$ cat config.mk
export PLATFORM = sky130hd
export DESIGN_NAME = l1_refill_responder
export DESIGN_NICKNAME = d
export VERILOG_FILES = /design/src/rtl/l1_refill_pkg.sv /design/src/rtl/l1_refill_responder_req_fifo.sv /design/src/rtl/l1_refill_responder.sv
export SDC_FILE = /design/constraint.sdc
export NUM_CORES = 1
export LEC_CHECK = 0
export BUFFER_PORTS_ARGS = -buffer_cell sky130_fd_sc_hd__buf_2
export CAP_MARGIN = 30
export CORE_ASPECT_RATIO = 1.4
export CORE_MARGIN = 4
export CORE_UTILIZATION = 40
export DETAILED_ROUTE_END_ITERATION = 6
export GPL_ROUTABILITY_DRIVEN = 0
export PLACE_DENSITY = 0.61
export SLEW_MARGIN = 25
export SYNTH_ARGS = -nofsm -noshare
export SYNTH_HDL_FRONTEND = slang
export SYNTH_SLANG_ARGS = --single-unit
$ cat constraint.sdc
create_clock -name clk -period 2.7 [get_ports clk]
set_input_delay 0.54 -clock clk [delete_from_list [all_inputs] [get_ports clk]]
set_output_delay 0.54 -clock clk [all_outputs]
set_load 0.005 [all_outputs]
$ cat src/rtl/l1_refill_pkg.sv
// Shared geometry, request payload and FSM encoding for the L1 refill responder.
package l1_refill_pkg;

    function automatic int unsigned calc_beats(input int unsigned line_bytes, input int unsigned data_w);
        return line_bytes / (data_w / 8);
    endfunction

    function automatic int unsigned calc_offset_w(input int unsigned line_bytes);
        return $clog2(line_bytes);
    endfunction

    function automatic int unsigned calc_beat_w(input int unsigned beats);
        return (beats > 1) ? $clog2(beats) : 1;
    endfunction

    function automatic int unsigned calc_line_addr_w(input int unsigned addr_w, input int unsigned line_bytes);
        return addr_w - calc_offset_w(line_bytes);
    endfunction

    localparam int unsigned ADDR_W          = 32;
    localparam int unsigned DATA_W          = 32;
    localparam int unsigned LINE_BYTES      = 64;
    localparam int unsigned NUM_MSHR        = 4;
    localparam int unsigned DEF_MEM_LATENCY = 8;

    localparam int unsigned ID_W        = $clog2(NUM_MSHR);
    localparam int unsigned BEATS       = calc_beats(LINE_BYTES, DATA_W);
    localparam int unsigned BEAT_W      = calc_beat_w(BEATS);
    localparam int unsigned OFFSET_W    = calc_offset_w(LINE_BYTES);
    localparam int unsigned LINE_ADDR_W = calc_line_addr_w(ADDR_W, LINE_BYTES);
    localparam int unsigned WB          = $clog2(DATA_W / 8);

    typedef struct packed {
        logic [LINE_ADDR_W-1:0] line_addr;
        logic [ID_W-1:0]        id;
    } refill_req_t;

    typedef enum logic [2:0] {
        IDLE,
        WAIT,
        READ,
        RESP,
        SEND
    } refill_state_e;

endpackage

$ cat src/rtl/l1_refill_responder_req_fifo.sv
// Request queue: circular FIFO of line requests with full/empty flags and occupancy.
module l1_refill_req_fifo
    import l1_refill_pkg::*;
#(
    parameter int unsigned DEPTH = NUM_MSHR
) (
    input  logic                         clk,
    input  logic                         rst,
    input  logic                         push,
    input  refill_req_t                  push_data,
    input  logic                         pop,
    output refill_req_t                  pop_data,
    output logic                         full,
    output logic                         empty,
    output logic [$clog2(DEPTH+1)-1:0]   count
);

    localparam int unsigned PTR_W = (DEPTH > 1) ? $clog2(DEPTH) : 1;
    localparam int unsigned CNT_W = $clog2(DEPTH + 1);

    refill_req_t      mem [DEPTH];
    logic [PTR_W-1:0] wr_ptr;
    logic [PTR_W-1:0] rd_ptr;
    logic [CNT_W-1:0] cnt;
    logic             do_push;
    logic             do_pop;

    function automatic logic [PTR_W-1:0] ptr_inc(input logic [PTR_W-1:0] p);
        return (p == PTR_W'(DEPTH - 1)) ? '0 : p + PTR_W'(1);
    endfunction

    assign full     = (cnt == CNT_W'(DEPTH));
    assign empty    = (cnt == '0);
    assign count    = cnt;
    assign pop_data = mem[rd_ptr];
    assign do_push  = push && !full;
    assign do_pop   = pop && !empty;

    always_ff @(posedge clk or posedge rst) begin
        if (rst) begin
            wr_ptr <= '0;
            rd_ptr <= '0;
            cnt    <= '0;
        end else begin
            if (do_push) wr_ptr <= ptr_inc(wr_ptr);
            if (do_pop)  rd_ptr <= ptr_inc(rd_ptr);
            case ({do_push, do_pop})
                2'b10:   cnt <= cnt + CNT_W'(1);
                2'b01:   cnt <= cnt - CNT_W'(1);
                default: cnt <= cnt;
            endcase
        end
    end

    // Storage needs no reset; occupancy alone decides what is valid.
    always_ff @(posedge clk) begin
        if (do_push) mem[wr_ptr] <= push_data;
    end

endmodule

$ cat src/rtl/l1_refill_responder.sv
// Serves queued L1 line fills: waits the memory latency, reads each word, returns tagged beats.
module l1_refill_responder
    import l1_refill_pkg::*;
#(
    parameter int unsigned MEM_LATENCY = DEF_MEM_LATENCY
) (
    input  logic                   clk,
    input  logic                   rst,
    input  logic                   req_valid,
    output logic                   req_ready,
    input  logic [LINE_ADDR_W-1:0] req_line_addr,
    input  logic [ID_W-1:0]        req_id,
    output logic                   mem_rd_en,
    output logic [ADDR_W-1:0]      mem_rd_addr,
    input  logic [DATA_W-1:0]      mem_rd_data,
    output logic                   refill_valid,
    input  logic                   refill_ready,
    output logic [ID_W-1:0]        refill_id,
    output logic [BEAT_W-1:0]      refill_beat,
    output logic [DATA_W-1:0]      refill_data,
    output logic                   refill_last,
    output logic                   refill_done,
    output logic [ID_W-1:0]        refill_done_id,
    output logic                   busy,
    output logic                   err_dup_id
);

    localparam int unsigned       LAT_W     = (MEM_LATENCY > 1) ? $clog2(MEM_LATENCY) : 1;
    localparam int unsigned       CNT_W     = $clog2(NUM_MSHR + 1);
    localparam logic [BEAT_W-1:0] LAST_BEAT = BEAT_W'(BEATS - 1);

    refill_state_e          state_q;
    refill_state_e          state_d;
    logic [LINE_ADDR_W-1:0] cur_line_q;
    logic [ID_W-1:0]        cur_id_q;
    logic [BEAT_W-1:0]      beat_q;
    logic [LAT_W-1:0]       lat_q;
    logic [DATA_W-1:0]      data_q;
    logic [NUM_MSHR-1:0]    pending_q;
    logic [NUM_MSHR-1:0]    pending_d;
    logic                   err_q;

    refill_req_t            req_in;
    refill_req_t            fifo_head;
    logic                   fifo_full;
    logic                   fifo_empty;
    logic [CNT_W-1:0]       fifo_count;
    logic                   fifo_pop;
    logic                   req_acc;
    logic                   dup_hit;

    assign req_in.line_addr = req_line_addr;
    assign req_in.id        = req_id;
    assign req_ready        = !fifo_full;
    assign req_acc          = req_valid && !fifo_full;

    l1_refill_req_fifo #(
        .DEPTH (NUM_MSHR)
    ) u_req_fifo (
        .clk       (clk),
        .rst       (rst),
        .push      (req_acc),
        .push_data (req_in),
        .pop       (fifo_pop),
        .pop_data  (fifo_head),
        .full      (fifo_full),
        .empty     (fifo_empty),
        .count     (fifo_count)
    );

    always_ff @(posedge clk or posedge rst) begin
        if (rst) state_q <= IDLE;
        else     state_q <= state_d;
    end

    always_comb begin
        state_d = state_q;
        case (state_q)
            IDLE:    if (!fifo_empty) state_d = WAIT;
            WAIT:    if (lat_q == '0) state_d = READ;
            READ:    state_d = RESP;
            RESP:    state_d = SEND;
            SEND:    if (refill_ready) state_d = (beat_q == LAST_BEAT) ? IDLE : READ;
            default: state_d = IDLE;
        endcase
    end

    always_comb begin
        fifo_pop     = 1'b0;
        mem_rd_en    = 1'b0;
        refill_valid = 1'b0;
        case (state_q)
            IDLE:    fifo_pop     = !fifo_empty;
            READ:    mem_rd_en    = 1'b1;
            SEND:    refill_valid = 1'b1;
            default: ;
        endcase
    end

    assign mem_rd_addr    = {cur_line_q, beat_q, {WB{1'b0}}};
    assign refill_id      = cur_id_q;
    assign refill_beat    = beat_q;
    assign refill_data    = data_q;
    assign refill_last    = refill_valid && (beat_q == LAST_BEAT);
    assign refill_done    = refill_valid && refill_ready && refill_last;
    assign refill_done_id = cur_id_q;
    assign busy           = (state_q != IDLE) || (fifo_count != '0);
    assign err_dup_id     = err_q;

    // Line context, latency/beat counters and the captured read word.
    always_ff @(posedge clk or posedge rst) begin
        if (rst) begin
            cur_line_q <= '0;
            cur_id_q   <= '0;
            beat_q     <= '0;
            lat_q      <= '0;
            data_q     <= '0;
        end else begin
            case (state_q)
                IDLE: if (!fifo_empty) begin
                    cur_line_q <= fifo_head.line_addr;
                    cur_id_q   <= fifo_head.id;
                    beat_q     <= '0;
                    lat_q      <= LAT_W'(MEM_LATENCY - 1);
                end
                WAIT: if (lat_q != '0) lat_q <= lat_q - LAT_W'(1);
                RESP: data_q <= mem_rd_data;
                SEND: if (refill_ready && (beat_q != LAST_BEAT)) beat_q <= beat_q + BEAT_W'(1);
                default: ;
            endcase
        end
    end

    // A new accept for an id wins over that id's completion in the same cycle.
    always_comb begin
        pending_d = pending_q;
        if (refill_done) pending_d[cur_id_q] = 1'b0;
        if (req_acc)     pending_d[req_id]   = 1'b1;
    end

    assign dup_hit = req_acc && pending_q[req_id] && !(refill_done && (cur_id_q == req_id));

    always_ff @(posedge clk or posedge rst) begin
        if (rst) begin
            pending_q <= '0;
            err_q     <= 1'b0;
        end else begin
            pending_q <= pending_d;
            err_q     <= err_q | dup_hit;
        end
    end

endmodule

# == Word-level counts from Yosys, hierarchy flattened ==
# Memory sizes are Yosys's and may differ from the RTL's. A register that Yosys moved wholly into a read port is not among the register bits.
# Cells that the tools add are included.
# totals
regBits,54
ram_bits,112
in_bits,64
output_inout_bits,79
elab_cells,98
memories,1
# mem_list
memory,depth,word_bits,read_ports,rd_ports_with_merged_regs,write_ports,line,text
u_req_fifo.mem,4,28,1,1,1,l1_refill_responder_req_fifo.sv:21,refill_req_t mem [DEPTH];
# classes
add_sub_neg,6
n_lt_le_gt_ge,4
n_eq_ne,17
n_mux,27
bitwise,5
reduce_logical,29
# ops
cell,count
$mux W4,4
$mux W3,5
$pmux W3 S5,1
$logic_and A1 B1 Y1,12
$pmux W3 S2,2
$ne A2 B2 Y1 const B,5
$logic_not A3 Y1,3
$reduce_and A3 Y1,3
$reduce_bool A3 Y1,3
$mux W1,8
$pmux W4 S2,1
$eq A2 B2 Y1 const B,3
$eq A3 B2 Y1 const B,2
$eq A3 B3 Y1 const B,2
$lt A2 B3 Y1 const B,2
$mux W2,3
$reduce_bool A2 Y1,3
$sub A3 B1 Y3 const B,2
$add A2 B1 Y2 const B,2
$add A4 B1 Y4 const B,1
$and A4 B4 Y4,1
$demux W1 S2,2
$eq A4 B4 Y1 const B,1
$ge A2 B1 Y1 const B,2
13 further kinds,15

# == Longest topological paths before layout ==
# depth
ltp_word,9
depth_mapped,11
depth_no_buf,9

# == Hierarchy ==
# Synthesis repeated with hierarchy kept, for this count alone.
# hier_totals
cells_unflattened,418
hier_area_um2,7731.2
# modules_own_cells
mod,instances,cells_each,area_each_um2
l1_refill_req_fifo,1,187,4534.3
l1_refill_responder,1,231,3196.8

# == Least setup slack after synthesis ==
# OpenSTA, ideal clock, no wires.
# synth_timing
path_kind,in2reg
start,input req_valid
end,memory u_req_fifo.mem[3][0] in the netlist's numbering (enable)
arrival_ns,1.824
path_slack_ns,0.488
path_stages,3
path_buffers,1
cell_sequence,a21boi_1 > clkbuf_1 > and2_1
# synth_between
elab_chain_cells,4
# synth_lines
item,line,text
from (decl),l1_refill_responder.sv:9,"input logic req_valid,"
$logic_and A1 B1 Y1,l1_refill_responder.sv:55,assign req_acc = req_valid && !fifo_full;
$logic_and A1 B1 Y1,l1_refill_responder_req_fifo.sv:36,assign do_push = push && !full;
$mux W1,l1_refill_responder_req_fifo.sv:57,if (do_push) mem[wr_ptr] <= push_data;
$mux W1 (implied by the code),l1_refill_responder_req_fifo.sv:57,
to (decl),l1_refill_responder_req_fifo.sv:21,
# No other way between the ends.

# == Worst setup path after layout ==
# layout_timing
start,register state_q[2]
end,output refill_done
# layout_between
elab_chain_cells,4
elab_cells_between_ends,5
# layout_lines
item,line,text
from (decl),l1_refill_responder.sv:32,refill_state_e state_q;
from (signal assigned),l1_refill_responder.sv:73,else state_q <= state_d;
$eq A3 B3 Y1 *,l1_refill_responder.sv:92,case (state_q)
$mux W1 *,l1_refill_responder.sv:92,
$logic_and A1 B1 Y1 (on tied branches),"l1_refill_responder.sv:105, l1_refill_responder.sv:104",
$logic_and A1 B1 Y1 *,l1_refill_responder.sv:105,assign refill_done = refill_valid && refill_ready && refill_last;
to (decl),l1_refill_responder.sv:22,"output logic refill_done,"
# Every way passes the cells marked *; elsewhere a longest branch is shown, timed or not.

==> flow_metrics.env <==
export IMPL_drt_wl_total_um=14200
export IMPL_min_path_type="in -> async"
export IMPL_diodes=0
export IMPL_htree_levels=4
export IMPL_cts_setup_buffers=0
export IMPL_post_drt_wl_per_cell_um=17.4
export IMPL_ant_nets=0
export IMPL_path_class="reg -> out"
export IMPL_async_flop_share=0.423
export IMPL_syn_avg_cell_area_um2=18.9
export IMPL_power_frac_comb=0.325
export IMPL_slowest_stage="dfrtp_1"
export IMPL_drv_cap=0
export IMPL_start_util=0.412
export IMPL_rrSetupSlack_ns=0.57
export IMPL_max_stage_delay_ns=0.56
export IMPL_vdd_drop_max_v=0.000573
export IMPL_path_cells="and4bb_1 > nor2b_1 > buf_2"
export IMPL_critPathRequiredTime_ns=2.16
export IMPL_root_buffer="clkbuf_16"
export IMPL_antenna_found_initial=1
export IMPL_clk_pin_slew_ns=0.07
export IMPL_portBuffers=140
export IMPL_fin_hold_ws_ns=0.143
export IMPL_slew_headroom=0.603
export IMPL_fin_util=0.493
export IMPL_die_y_um=172
export IMPL_rsz0062_at_grt="no"
export IMPL_vias_per_cell=4.92
export IMPL_grt_ovfl_total=0
export IMPL_critPathCapture="refill_done"
export IMPL_crit_path_end_kind="output port"
export IMPL_cts_tree="done"
export IMPL_crit_fanout=12
export IMPL_dp_hpwl_um=9300
export IMPL_netlist_area_um2=7720
export IMPL_grt_first_pass_wirelength_um=22700
export IMPL_seqPwrFrac=0.439
export IMPL_clock_sinks=194
export IMPL_setup_viol=0
export IMPL_drt_pass1_iterations=4
export IMPL_tns_ns=0
export IMPL_period_share=0.903
export IMPL_arrival_ns=1.90
export IMPL_path_delay_family="simple AND/OR/NAND/NOR gates"
export IMPL_reg2reg_to="u_req_fifo.count[2]"
export IMPL_netlist_instances=409
export IMPL_placementRows=59
export IMPL_r2r_start="state_q[2]"
export IMPL_swShare=0.293
export IMPL_grtUsageTotal=0.137
export IMPL_via_count=3994
export IMPL_synth_cell_type_count=52
export IMPL_drc=0
export IMPL_synth_edf_count=112
export IMPL_p_leak_nw=3.76
export IMPL_clock_latency_ns=0.43
export IMPL_synth_seq_cells=194
export IMPL_drv_slew=0
export IMPL_ys_warn_count=0
export IMPL_nets=629
export IMPL_yosysSeqAreaShare=0.701
export IMPL_r2r_cells=9
export IMPL_die_area_um2=21600
export IMPL_finalCriticalPeriod_ns=2.44
export IMPL_skew_ns=0.0109
export IMPL_grt_max_degree=43
export IMPL_max_clock_freq_mhz=410
export IMPL_status="finished clean"
export IMPL_pwr_share_clk=0.237
export IMPL_ctsResizeCount=0
export IMPL_drive_gt1_frac=0.491
export IMPL_power_internal_w=0.00729
export IMPL_cts_buffer_depth=2
export IMPL_worstMarginPinSlew_ns=0.595
export IMPL_crit_start="state_q[2]"
export IMPL_initialDrtViolationCount=119
export IMPL_start_kind="flop"
export IMPL_core_region_area_um2=18800
export IMPL_cp_depth=3
export IMPL_first_global_vias=4155
export IMPL_cts_buffers=17
export IMPL_hold_viol_final=0
export IMPL_ys_flop_type="edfxtp_1"
export IMPL_critPathBufInv=1
export IMPL_cts_hold_buf=0
export IMPL_cellPowerDensity_nw_per_um2=1120
export IMPL_p_sw_w=0.00302
export IMPL_area_delta_synth_final_pct=19.6
export IMPL_total_power_w=0.0103
export IMPL_ios=143
export IMPL_die_w_um=125
## worst register-to-register path, cell delays in order (launching register included)
cell and delay (ns):
dfrtp_1 0.51, nor3_2 0.33, nand2_4 0.11, inv_4 0.06
ha_1 0.17, inv_1 0.06, fa_1 0.37, xor2_1 0.15
nor2_1 0.14, xor2_1 0.16
## metrics by stage
step	setup slack [ns]	area, um^2	std cells
2_1_floorplan	0.0516	7720	410
3_3_place_gp	0.669	8650	780
3_5_place_dp	0.562	8650	780
4_1_cts	0.230	9240	812
5_1_grt	0.0890	9240	812
6_report	0.261	9240	812
## power groups by stage
stage | sequential (W) | combinational, W | clock (W)
finish | 0.00453 | 0.00335 | 0.00244
detailed placement | 0.00459 | 0.00345 | 0
CTS | 0.00454 | 0.00345 | 0.00253
floorplan | 0.00453 | 0.00243 | 0
global placement | 0.00455 | 0.00336 | 0
global route | 0.00464 | 0.00370 | 0.00266
## area by class of cell
type,count,area [um^2]
tap,244,305
fill,1645,9520
inverter,14,57.6
multi-input combinational,177,2080
timing repair buffer,151,796
clock inverter,14,145
clock buffer,18,439
sequential,194,5420
## cell usage after synthesis (3+ instances only)
cell        n  share of area
o21ai_0     5         0.0032
buf_4       9         0.0087
nor2_1      7         0.0034
mux4_2     29          0.085
edfxtp_1  112           0.44
nand3_1     4         0.0026
dfrtp_1    82           0.27
xnor2_1     3         0.0034
mux2_2     28          0.041
mux2_1      6         0.0087
mux2_4     27          0.053
and2_1      4         0.0032
a21oi_1     4         0.0026
nand2_1    12         0.0058
ha_1        9          0.015
buf_2      10         0.0065
inv_1      13         0.0063
## worst min-delay path by stage
stage / startpoint / end / cells after the start
final: rst / refill_data[9] / 2
after CTS: rst / refill_data[16] / 2
after global routing: rst / refill_data[9] / 2
after global placement: err_dup_id / err_dup_id / 1
after detailed placement: err_dup_id / err_dup_id / 1
after floorplan: lat_q[0] / lat_q[0] / 1
## cells in the final DEF (no fill, tap or decap), drive strengths merged, types with 2 or more instances in the layout
cell / n
a31o: 2
or3: 2
mux2: 61
conb: 2
a21oi: 4
xor2: 2
mux4: 29
a2bb2oi: 2
clkinv: 5
clkinvlp: 2
buf: 151
nor2: 8
nor3b: 2
xnor2: 3
and2: 4
o2bb2ai: 2
edfxtp: 112
clkbuf: 18
inv: 20
ha: 9
dfrtp: 82
nand3: 4
nand3b: 3
nor3: 3
mux2i: 2
nand2: 13
o21ai: 7
## flip-flops by register name, summed over array words and instances, names as in the netlist
| signal | flops |
|---|---|
| u_req_fifo.count | 3 |
| pending_q | 4 |
| u_req_fifo.mem | 112 |
| refill_beat | 4 |
| state_q | 3 |
| u_req_fifo.wr_ptr | 2 |
| u_req_fifo.rd_ptr | 2 |
| lat_q | 3 |
| refill_data | 32 |
| err_dup_id | 1 |
| refill_done_id | 2 |
| cur_line_q | 26 |
## kinds of logic after synthesis
kind of cell               after synthesis  synth area share
muxes                                   92             0.189
DFF                                    194             0.701
adders and majority gates               10            0.0172
xor gates and xnor gates                 5           0.00567
AOI/OAI and AO/OA                       24            0.0212
other                                    1          0.000486
buffers and inverters                   39            0.0310
and+or+nand+nor                         44            0.0339
## layer usage
layer / vias up / part of all wire / GRT usage
met5: - / 0.00085 / 0
met4: 2 / 0.012 / 0.0439
met3: 14 / 0.066 / 0.0470
met2: 128 / 0.53 / 0.238
met1: 2020 / 0.39 / 0.161
li1: 1830 / - / -
(Power assumes the default switching activity.)
